<file path="src/rtl/pipe_stage_chain.sv">
// Elastic register chain of DEPTH stages with bubble collapse, flush and gated control.
// Latency: DEPTH cycles through an empty chain; one transaction per cycle sustained.
// Backpressure: in_ready = any empty stage or out_ready (combinational, no skid buffer).
module pipe_stage_chain #(
  parameter int DATA_W = 48,
  parameter int CTRL_W = 3,
  parameter int DEPTH  = 1
) (
  input  logic                         clk,
  input  logic                         rst,
  input  logic                         in_valid,
  output logic                         in_ready,
  input  logic [CTRL_W-1:0]            in_ctrl,
  input  logic [DATA_W-1:0]            in_data,
  output logic                         out_valid,
  input  logic                         out_ready,
  output logic [CTRL_W-1:0]            out_ctrl,
  output logic [DATA_W-1:0]            out_data,
  input  logic                         flush,
  output logic [$clog2(DEPTH+1)-1:0]   occupancy
);

  localparam int OCC_W = $clog2(DEPTH + 1);

  // Stage 0 faces the input, stage DEPTH-1 faces the output.
  logic [DEPTH-1:0]  v;
  logic [CTRL_W-1:0] c [DEPTH];
  logic [DATA_W-1:0] d [DEPTH];

  logic [DEPTH-1:0]  adv;
  logic [DEPTH-1:0]  up_v;
  logic [CTRL_W-1:0] up_c [DEPTH];
  logic [DATA_W-1:0] up_d [DEPTH];

  // A stage may advance when it, or any stage ahead of it, is empty, or the sink is ready.
  always_comb begin
    logic hole;
    hole = out_ready;
    adv  = '0;
    for (int i = DEPTH - 1; i >= 0; i--) begin
      hole   = hole | ~v[i];
      adv[i] = hole;
    end
  end

  // Feed for each stage: the chain input for stage 0, the previous stage otherwise.
  always_comb begin
    up_v    = '0;
    up_v[0] = in_valid;
    up_c[0] = in_ctrl;
    up_d[0] = in_data;
    for (int i = 1; i < DEPTH; i++) begin
      up_v[i] = v[i-1];
      up_c[i] = c[i-1];
      up_d[i] = d[i-1];
    end
  end

  // Stage registers: reset beats flush; payload only loads when a live transaction arrives.
  always_ff @(posedge clk) begin
    if (!rst) begin
      v <= '0;
      for (int i = 0; i < DEPTH; i++) begin
        c[i] <= '0;
        d[i] <= '0;
      end
    end else if (flush) begin
      v <= '0;
    end else begin
      for (int i = 0; i < DEPTH; i++) begin
        if (adv[i]) begin
          v[i] <= up_v[i];
          if (up_v[i]) begin
            c[i] <= up_c[i];
            d[i] <= up_d[i];
          end
        end
      end
    end
  end

  // Number of live stages, taken from registered state only.
  always_comb begin
    occupancy = '0;
    for (int i = 0; i < DEPTH; i++) begin
      occupancy = occupancy + OCC_W'(v[i]);
    end
  end

  assign in_ready  = adv[0];
  assign out_valid = v[DEPTH-1] & ~flush;
  assign out_ctrl  = out_valid ? c[DEPTH-1] : '0;
  assign out_data  = d[DEPTH-1];

endmodule

</file>
<file path="config.mk">
export PLATFORM = sky130hd
export DESIGN_NAME = pipe_stage_chain
export DESIGN_NICKNAME = d
export VERILOG_FILES = /design/src/rtl/pipe_stage_chain.sv
export SDC_FILE = /design/constraint.sdc
export NUM_CORES = 1
export LEC_CHECK = 0
export CAP_MARGIN = 0
export CORE_UTILIZATION = 46
export DETAILED_ROUTE_END_ITERATION = 6
export PLACE_DENSITY = 0.86
export SLEW_MARGIN = 25
export SYNTH_ARGS = -nofsm -noshare
export SYNTH_HDL_FRONTEND = slang
export SYNTH_SLANG_ARGS = --single-unit
export TNS_END_PERCENT = 100
</file>
<file path="constraint.sdc">
create_clock -name clk -period 9.35 [get_ports clk]
set_clock_uncertainty 0.15 [all_clocks]
set_input_delay 1.4025 -clock clk [delete_from_list [all_inputs] [get_ports clk]]
set_output_delay 1.4025 -clock clk [all_outputs]
set_load 0.01 [all_outputs]
</file>
==> run_results.csv <==
group,metric,value,unit
yosys,synth.avg_cell_area,14.1,µm²
clock_tree,clkTransAtPathRegs,0.09,ns
global_route,grt_overflow_total,0,
route,drc,0,
yosys,synth_edf_count,51,
clock_tree,cts_hold_buf,0,
clock_tree,cts_resized,0,
critical_path,cp_data_arrival_time,2.85,ns
yosys,ys_warn_count,0,
sta,finalCritPeriodShare,47.0,%
sta,hold_violations,0,
finish,final_cells,353,
clock_tree,htreeDepth,2,
global_route,grt_antenna_before_repair,0,
placed_design,dp_hpwl,3650,µm
critical_path,end_kind,"primary output",
placed_design,gp_congestion,0.703,
critical_path,reg2reg_to,"d[0][35]",
critical_path,reg2reg_from,"v",
global_route,grt_max_degree,54,
power_and_ir_drop,vdd_drop_max,84.0,µV
yosys,synthTopCellsByCount,"edfxtp_1, nand2_1, nor3_2",
finish,drive_gt1_share,21.6,%
worst_hold_path,min_path_cells,3,
finish,diodes,0,
global_route,grt_pass1_vias,1751,
sta,finalSetupViolCount,0,
sta,slew-limit-headroom,36.5,%
route,ant_nets,0,
floorplanning,io_pins,110,
yosys,synth_area,2560,µm²
yosys,synthTopCellsByArea,"edfxtp_1, nor3_2, nand2_1",
critical_path,reg2reg_depth,4,
clock_tree,clock_path_buffers,2,
finish,fill_cells,413,
yosys,yosys_most_used_dff,"edfxtp_1",
sta,slew_viol_final,0,
route,wirelength,5310,µm
route,drt-wirelength-per-cell,15.0,µm
finish,syn2layout_area_growth,41.7,%
clock_tree,tritoncts.num_buffers,5,
finish,fin_area,3630,µm²
sta,grt_setup_unrepaired,"no",
critical_path,start_kind,"input port",
critical_path,critPathKind,"input port to primary output",
yosys,synth_seq_area_share,60.6,%
yosys,synth_fp_nets,238,
clock_tree,cts_tree,"yes",
power_and_ir_drop,p_leak,1.28,nW
sta,setup_ws,4.95,ns
floorplanning,core,5240,µm²
route,drtIter0Drc,156,
yosys,synth_top_area_cell,"edfxtp_1",
critical_path,cp.required,7.80,ns
sta,min_period,4.40,ns
clock_tree,post-cts-setup-buffers,0,
route,dr.pass1.iters,4,
route,routed_via_density,4.93,
status,outcome,"completed",
placed_design,post-place-ws,4.94,ns
sta,setup-tns-final,0,ns
worst_hold_path,whs_endpoint,"d[0][28]",
clock_tree,clock_latency,0.29,ns
floorplanning,die_y,76.6,µm
yosys,syn_inst,182,
clock_tree,cts-root-buf,"clkbuf_8",
placed_design,port_buffers,109,
yosys,yosys.area.top_type_share,59.8,%
worst_hold_path,worstHoldPathType,"register to register",
placed_design,placed_cells,345,
floorplanning,die_w,76.6,µm
floorplanning,fp.dieArea,5870,µm²
clock_tree,clkSinkCount,52,
power_and_ir_drop,power,478,µW
sta,fmax,227,MHz
critical_path,path_max_fanout,4,
sta,tightest_slew,0.952,ns
worst_hold_path,hp-start,"v",
yosys,ys_types,17,
global_route,grt_pass1_wl,8740,µm
route,via_count,1740,
finish,nets,338,
yosys,async_flop_share,0,%
global_route,grtUsageTotal,19.1,%
yosys,ys_ff_latch,52,
placed_design,place_area,3550,µm²
power_and_ir_drop,p_per_area,132,nW/µm²
floorplanning,start_util,48.9,%
floorplanning,rows,26,
critical_path,reg2reg_slack,7.01,ns
flow_run,drv_cap,0,
[state kept, by name, indices dropped and copies added, names as in the netlist]
name  cells
d        48
c         3
v         1
[logic make-up after synthesis]
group / Yosys count / share of synthesized area [%]
flops: 52 / 60.6
simple gates: 108 / 30.2
compound gates: 2 / 0.586
buf+inv: 20 / 8.60
[worst max-delay path: stages]
cell             delay [ns]
clkdlybuf4s50_1        0.44
nor2b_1                0.27
and2_1                 0.19
clkdlybuf4s50_1        0.53
[stage by stage]
stage | utilization, % | hold WS, ns
2_1_floorplan | - | 0.687
3_3_place_gp | 67.7 | 1.06
3_5_place_dp | 67.7 | 1.06
4_1_cts | 69.3 | 1.07
5_1_grt | 69.3 | 1.13
6_report | 69.3 | 1.06
[area by class of cell]
type                    instances  area [µm²]  share of cell area [%]
well taps                      70        87.6                    2.41
flip-flops and latches         52        1550                    42.8
multi-input cells             110         801                    22.1
clock buffers                   8        80.1                    2.21
repair buffers                111        1100                    30.3
inverters                       2        7.51                   0.207
[routing by layer]
layer / vias to the layer above / part of all wire, % / track usage, %
li1: 837 / - / -
met3: 4 / 7.5 / 4.91
met1: 814 / 39 / 22.9
met4: 0 / 0.73 / 4.62
met2: 85 / 53 / 34.1
met5: - / 0 / 0
[report_power, final]
part	leakage [nW]	total, mW	switching (mW)	internal (mW)
registers	0.559	0.274	0.00400	0.270
logic	0.679	0.0868	0.0396	0.0472
clock network	0.0395	0.117	0.0638	0.0533
[worst max path at each step]
stage	slack [ns]	to	from
2_1_floorplan	3.41	c[0][0]	flush
3_5_place_dp	4.94	out_ctrl[0]	flush
4_1_cts	4.94	out_ctrl[0]	flush
3_3_place_gp	4.98	out_ctrl[0]	flush
6_report	4.95	out_ctrl[0]	flush
5_1_grt	4.85	out_ctrl[0]	flush
[placed cells by master, fill, tap and decap left out]
cell,Yosys,final
clkbuf_8,0,5
clkbuf_1,0,3
dfxtp_1,1,1
nor2b_1,1,1
o211a_1,1,1
nor3_1,1,1
o21ai_4,0,1
and2_1,3,3
nor2b_4,1,1
nand2b_4,1,1
clkdlybuf4s50_1,0,108
edfxtp_1,51,51
nor3_2,46,46
buf_2,6,1
inv_1,2,2
nor3_4,4,4
nand2_1,51,51
buf_4,0,2
(Power assumes the default switching activity.)
